`src/rtl/axi_write_arbiter.sv`:
```
// Two-master AXI3 write-channel arbiter. It grants one master per transaction
// in round-robin order, allows one transaction in flight, counts W beats
// against the granted AWLEN, and sets a sticky flag on a beat-count mismatch.
module axi_write_arbiter #(
    parameter int buswidth = 32,
    parameter int idwidth  = 4
) (
    input  logic                  ACLK,
    input  logic                  ARESETn,
    // master 0
    input  logic [idwidth-1:0]    M0_AWID,
    input  logic [31:0]           M0_AWADDR,
    input  logic [3:0]            M0_AWLEN,
    input  logic [2:0]            M0_AWSIZE,
    input  logic [1:0]            M0_AWBURST,
    input  logic                  M0_AWVALID,
    output logic                  M0_AWREADY,
    input  logic [idwidth-1:0]    M0_WID,
    input  logic [buswidth-1:0]   M0_WDATA,
    input  logic [buswidth/8-1:0] M0_WSTRB,
    input  logic                  M0_WLAST,
    input  logic                  M0_WVALID,
    output logic                  M0_WREADY,
    output logic [idwidth-1:0]    M0_BID,
    output logic [1:0]            M0_BRESP,
    output logic                  M0_BVALID,
    input  logic                  M0_BREADY,
    // master 1
    input  logic [idwidth-1:0]    M1_AWID,
    input  logic [31:0]           M1_AWADDR,
    input  logic [3:0]            M1_AWLEN,
    input  logic [2:0]            M1_AWSIZE,
    input  logic [1:0]            M1_AWBURST,
    input  logic                  M1_AWVALID,
    output logic                  M1_AWREADY,
    input  logic [idwidth-1:0]    M1_WID,
    input  logic [buswidth-1:0]   M1_WDATA,
    input  logic [buswidth/8-1:0] M1_WSTRB,
    input  logic                  M1_WLAST,
    input  logic                  M1_WVALID,
    output logic                  M1_WREADY,
    output logic [idwidth-1:0]    M1_BID,
    output logic [1:0]            M1_BRESP,
    output logic                  M1_BVALID,
    input  logic                  M1_BREADY,
    // slave
    output logic [idwidth-1:0]    S_AWID,
    output logic [31:0]           S_AWADDR,
    output logic [3:0]            S_AWLEN,
    output logic [2:0]            S_AWSIZE,
    output logic [1:0]            S_AWBURST,
    output logic                  S_AWVALID,
    input  logic                  S_AWREADY,
    output logic [idwidth-1:0]    S_WID,
    output logic [buswidth-1:0]   S_WDATA,
    output logic [buswidth/8-1:0] S_WSTRB,
    output logic                  S_WLAST,
    output logic                  S_WVALID,
    input  logic                  S_WREADY,
    input  logic [idwidth-1:0]    S_BID,
    input  logic [1:0]            S_BRESP,
    input  logic                  S_BVALID,
    output logic                  S_BREADY,
    // status
    output logic                  grant,
    output logic                  busy,
    output logic                  proto_err
);

    typedef enum logic [1:0] {IDLE, ADDR, DATA, RESP} state_t;

    state_t      state_q, state_d;
    logic        grant_q, grant_d;
    logic        ptr_q, ptr_d;
    logic [3:0]  len_q, len_d;
    logic [4:0]  cnt_q, cnt_d;
    logic        err_q, err_d;

    logic        sel_awvalid, sel_wvalid, sel_wlast, sel_bready;
    logic [3:0]  sel_awlen;
    logic        aw_hs, w_hs, b_hs, at_len;

    // Select the granted master's handshake-relevant inputs.
    always_comb begin
        sel_awvalid = grant_q ? M1_AWVALID : M0_AWVALID;
        sel_awlen   = grant_q ? M1_AWLEN   : M0_AWLEN;
        sel_wvalid  = grant_q ? M1_WVALID  : M0_WVALID;
        sel_wlast   = grant_q ? M1_WLAST   : M0_WLAST;
        sel_bready  = grant_q ? M1_BREADY  : M0_BREADY;
        aw_hs       = (state_q == ADDR) && sel_awvalid && S_AWREADY;
        w_hs        = (state_q == DATA) && sel_wvalid && S_WREADY;
        b_hs        = (state_q == RESP) && S_BVALID && sel_bready;
        at_len      = (cnt_q == {1'b0, len_q});
    end

    // State, grant, priority pointer, beat counter and error flag registers.
    always_ff @(posedge ACLK) begin
        if (ARESETn) begin
            state_q <= IDLE;
            grant_q <= 1'b0;
            ptr_q   <= 1'b0;
            len_q   <= '0;
            cnt_q   <= '0;
            err_q   <= 1'b0;
        end else begin
            state_q <= state_d;
            grant_q <= grant_d;
            ptr_q   <= ptr_d;
            len_q   <= len_d;
            cnt_q   <= cnt_d;
            err_q   <= err_d;
        end
    end

    // Next-state: arbitration in IDLE, beat counting and mismatch detection in DATA.
    always_comb begin
        state_d = state_q;
        grant_d = grant_q;
        ptr_d   = ptr_q;
        len_d   = len_q;
        cnt_d   = cnt_q;
        err_d   = err_q;
        unique case (state_q)
            IDLE: begin
                if (M0_AWVALID || M1_AWVALID) begin
                    state_d = ADDR;
                    grant_d = (M0_AWVALID && M1_AWVALID) ? ptr_q : M1_AWVALID;
                end
            end
            ADDR: begin
                if (aw_hs) begin
                    len_d   = sel_awlen;
                    cnt_d   = '0;
                    state_d = DATA;
                end
            end
            DATA: begin
                if (w_hs) begin
                    cnt_d = cnt_q + 5'd1;
                    if (sel_wlast) begin
                        if (!at_len) err_d = 1'b1;
                        state_d = RESP;
                    end else if (at_len) begin
                        err_d   = 1'b1;
                        state_d = RESP;
                    end
                end
            end
            RESP: begin
                if (b_hs) begin
                    state_d = IDLE;
                    ptr_d   = ~grant_q;
                end
            end
            default: state_d = IDLE;
        endcase
    end

    // Output routing: payloads follow the granted master live, handshakes gated by state.
    always_comb begin
        S_AWID     = grant_q ? M1_AWID    : M0_AWID;
        S_AWADDR   = grant_q ? M1_AWADDR  : M0_AWADDR;
        S_AWLEN    = sel_awlen;
        S_AWSIZE   = grant_q ? M1_AWSIZE  : M0_AWSIZE;
        S_AWBURST  = grant_q ? M1_AWBURST : M0_AWBURST;
        S_AWVALID  = (state_q == ADDR) && sel_awvalid;
        M0_AWREADY = (state_q == ADDR) && !grant_q && S_AWREADY;
        M1_AWREADY = (state_q == ADDR) &&  grant_q && S_AWREADY;

        S_WID      = grant_q ? M1_WID   : M0_WID;
        S_WDATA    = grant_q ? M1_WDATA : M0_WDATA;
        S_WSTRB    = grant_q ? M1_WSTRB : M0_WSTRB;
        // terminate an over-long burst on the beat that reaches AWLEN
        S_WLAST    = sel_wlast || ((state_q == DATA) && at_len);
        S_WVALID   = (state_q == DATA) && sel_wvalid;
        M0_WREADY  = (state_q == DATA) && !grant_q && S_WREADY;
        M1_WREADY  = (state_q == DATA) &&  grant_q && S_WREADY;

        M0_BID     = grant_q ? '0 : S_BID;
        M0_BRESP   = grant_q ? '0 : S_BRESP;
        M1_BID     = grant_q ? S_BID   : '0;
        M1_BRESP   = grant_q ? S_BRESP : '0;
        M0_BVALID  = (state_q == RESP) && !grant_q && S_BVALID;
        M1_BVALID  = (state_q == RESP) &&  grant_q && S_BVALID;
        S_BREADY   = (state_q == RESP) && sel_bready;

        grant      = grant_q;
        busy       = (state_q != IDLE);
        proto_err  = err_q;
    end

endmodule

```
`config.mk`:
```
export PLATFORM = sky130hd
export DESIGN_NAME = axi_write_arbiter
export DESIGN_NICKNAME = d
export VERILOG_FILES = /design/src/rtl/axi_write_arbiter.sv
export SDC_FILE = /design/constraint.sdc
export NUM_CORES = 1
export LEC_CHECK = 0
export BUFFER_PORTS_ARGS = -buffer_cell sky130_fd_sc_hd__buf_2
export CAP_MARGIN = 20
export CORE_AREA = 2 2 117 119
export DETAILED_ROUTE_END_ITERATION = 10
export DIE_AREA = 0 0 119 121
export GPL_TIMING_DRIVEN = 1
export HOLD_SLACK_MARGIN = 0.08
export PLACE_DENSITY_LB_ADDON = 0.25
export SLEW_MARGIN = 0
export SYNTH_ARGS = -nofsm -noshare
export SYNTH_HDL_FRONTEND = slang
export SYNTH_SLANG_ARGS = --single-unit
```
`constraint.sdc`:
```
create_clock -name ACLK -period 2.1 [get_ports ACLK]
set_clock_uncertainty 0.15 [all_clocks]
set_input_delay 0.525 -clock ACLK [delete_from_list [all_inputs] [get_ports ACLK]]
set_output_delay 0.525 -clock ACLK [all_outputs]
set_load 0.005 [all_outputs]
```
==> impl_metrics.env <==
export IMPL_syn_nets=422
export IMPL_drtPass1Iterations=4
export IMPL_synthMuxAreaShare_pct=50.3
export IMPL_syn_to_final_growth_pct=136
export IMPL_yosys_area_share_xor_xnor_pct=1.74
export IMPL_initialDrtViolationCount=88
export IMPL_finalWirelength_um=12800
export IMPL_cp_slowest_cell="dfxtp_4"
export IMPL_yosysWarnings=0
export IMPL_reg2reg_from="grant"
export IMPL_first_global_vias=2862
export IMPL_ys_ff_latch=14
export IMPL_fin_crit_sh_pct=100
export IMPL_final_nets=735
export IMPL_worstSetupStartpointType="flip-flop"
export IMPL_synth_top_cell_area_share_pct=48.2
export IMPL_hold_violations=0
export IMPL_num_vias=3068
export IMPL_die_h_um=121
export IMPL_clock_sinks=14
export IMPL_violations="setup timing"
export IMPL_grt_pass1_wl_um=15700
export IMPL_drc=0
export IMPL_ir_worst_vdd_uv=331
export IMPL_hpwl_um=9730
export IMPL_rsz0062_at_grt="yes"
export IMPL_end_kind="output port"
export IMPL_place_ws_ns=0.0193
export IMPL_timing_slew_headroom_pct=75.8
export IMPL_drv_slew=0
export IMPL_routed_via_density=4.29
export IMPL_clockBufferDepth=2
export IMPL_crit_required_ns=1.42
export IMPL_crit_start="grant"
export IMPL_num_rows=42
export IMPL_antenna_found_initial=1
export IMPL_track_usage_pct=14.2
export IMPL_leakage_nw=2.46
export IMPL_setup_viol=2
export IMPL_status="complete, but fails checks"
export IMPL_clock_latency_ns=0.25
export IMPL_crit_path_end="S_WID[0]"
export IMPL_fin_crit_ns=2.10
export IMPL_synth_simple_area_share_pct=17.5
export IMPL_clk_pin_slew_ns=0.05
export IMPL_dieArea_sq_um=14400
export IMPL_hold_path_startpoint="proto_err"
export IMPL_finalNonFillerCells=715
export IMPL_yosysUniqueCellTypes=34
export IMPL_ioPinCount=299
export IMPL_synth_edf_count=0
export IMPL_grt_max_degree=38
export IMPL_numCtsBuffers=3
export IMPL_synth_area_sq_um=2010
export IMPL_critPathBufInv=3
export IMPL_cp_top_family="buffers and inverters"
export IMPL_crit_fanout=8
export IMPL_synth_cells=226
export IMPL_synth_top_family_by_area="multiplexers"
export IMPL_r2r_cells=6
export IMPL_slowest_delay_ns=0.39
export IMPL_ys_seq_area_share_pct=13.9
export IMPL_root_buffer="clkbuf_16"
export IMPL_r2r_end="state_q[0]"
export IMPL_initial_utilization_pct=15.4
export IMPL_ant_nets=0
export IMPL_fmax_mhz=476
export IMPL_reg2reg_slack_ns=0.08
export IMPL_yosysTopAreaCell="mux2_2"
export IMPL_port_buffers=298
export IMPL_crit_chain="buf_12 -> clkbuf_16 -> mux2_4 -> buf_6"
export IMPL_p_per_area_nw_per_um2=611
export IMPL_synthAdderAreaFrac_pct=4.36
export IMPL_critical_path_depth=4
export IMPL_placed_cells=695
export IMPL_coreArea_sq_um=13100
export IMPL_routabilityCongestion=0.857
export IMPL_synth_area_leaders="mux2_2 48%, dfxtp_1 14%, ha_1 4.4%, nor2b_1 3.1%, and2_1 2.8%"
export IMPL_synthFlopType="dfxtp_1"
export IMPL_crit_type="flip-flop to output port"
export IMPL_crit_arrival_ns=1.43
export IMPL_worstMarginPinSlew_ns=0.361
export IMPL_postLayoutSetupSlackWorst_ns=-0.00133
export IMPL_routedWlPerCell_um=17.9
export IMPL_drive_gt1_share_pct=78.4
export IMPL_grt_overflow=0
export IMPL_h_tree_depth=1
export IMPL_synth_compound_area_share_pct=7.09
export IMPL_hold_path_class="flip-flop to flip-flop"
export IMPL_cts_tree="done"
export IMPL_maxCapViolCount=0
export IMPL_avgSynthCellArea_sq_um=8.90
export IMPL_die_w_um=119
export IMPL_async_reset_ff_share_pct=0
==> worst reg2reg max path, stage by stage (launching register included) <==
cell,delay (ns)
dfxtp_4,0.37
buf_12,0.14
buf_12,0.14
mux2i_4,0.18
a221o_1,0.38
or4_1,0.41
o211a_1,0.14
==> per-stage QoR <==
stage | TNS (ns) | area (sq um) | total power, mW | hold slack, ns | utilization, %
after floorplan | 0 | 2010 | 1.15 | 0.310 | -
after global placement | 0 | 3750 | 1.83 | 0.320 | 28.7
after detailed placement | 0 | 3750 | 1.85 | 0.335 | 28.7
after CTS | -1.40 | 3910 | 2.34 | 0.350 | 29.9
after global routing | -2.16 | 4740 | 3.08 | 0.397 | 36.2
final | -0.00148 | 4740 | 2.90 | 0.341 | 36.2
==> worst min path at each step <==
stage | cells past startpoint | end | slack (ns)
3_3_place_gp | 2 | proto_err | 0.32
2_1_floorplan | 2 | proto_err | 0.31
4_1_cts | 2 | proto_err | 0.35
3_5_place_dp | 2 | proto_err | 0.34
5_1_grt | 2 | len_q[1] | 0.40
6_report | 2 | proto_err | 0.34
==> flip-flops by register name, summed over array words and instances (netlist names) <==
| register | cells |
|---|---|
| cnt_q | 5 |
| grant | 1 |
| len_q | 4 |
| proto_err | 1 |
| ptr_q | 1 |
| state_q | 2 |
==> routing by layer <==
layer  wire length [um]  GRT usage (%)
met4                202           2.98
met3                984           4.04
met2               6300           25.7
met1               5300           16.5
met5                  0              0
==> logic make-up (layout without fill, tap and decap cells) <==
kind of cell,count (synthesis),in the layout
buf+inv,22,334
xor+xnor,4,4
mux,90,90
flops,14,14
compound gates,22,22
simple gates,67,67
other cells,0,1
fa+ha+maj,7,7
==> synth_stat cells, types with 6 or more instances <==
library cell and instances:
nor2b_1 10, buf_2 7, dfxtp_1 14, nor2_1 14, clkbuf_1 6, nand2_1 6, nand3_1 6, mux2_2 86
a31oi_1 6, ha_1 7, nor3_1 9, inv_1 7, and2_1 9
==> power by group <==
part           total, mW  internal, mW  switching (mW)
Sequential         0.358         0.310          0.0481
Combinational       2.14          1.27           0.864
Clock              0.404         0.289           0.115
Total               2.90          1.87            1.03
==> layout make-up <==
class                   count  area [sq um]
fillers                  1336          8340
inverters                   7          26.3
well taps                 176           220
flip-flops and latches     14           285
clock buffers               4          88.8
repair buffers            323          2220
multi-input cells         190          1900
diodes                      1          2.50
==> placed cells by master (no fill, tap or decap), types with 2 or more instances in the layout <==
master | Yosys | final
and3_1 | 3 | 3
buf_4 | 0 | 8
buf_12 | 0 | 5
a31oi_1 | 6 | 6
mux2_4 | 0 | 60
a32oi_1 | 2 | 2
buf_6 | 1 | 54
ha_1 | 7 | 5
nand4_1 | 2 | 2
a21oi_1 | 4 | 4
buf_2 | 7 | 247
nor3_1 | 9 | 9
buf_16 | 0 | 2
mux2_2 | 86 | 26
and2_1 | 9 | 10
nand3_1 | 6 | 6
inv_1 | 7 | 6
o21ai_0 | 5 | 4
clkbuf_16 | 0 | 9
or4_1 | 2 | 2
or3_1 | 3 | 3
nor2b_1 | 10 | 10
mux2i_4 | 0 | 2
dfxtp_1 | 14 | 12
nor2_1 | 14 | 14
nand2_1 | 6 | 6
xnor2_1 | 3 | 3
==> what timing repair did <==
item	CTS	global route
setup buffers	4	3
setup endpoints to repair	84	70
resized for setup	4	136
pin swaps	0	0
gates cloned	0	9
hold buffers	0	0
Note: power is estimated with default switching activity, not from simulation.
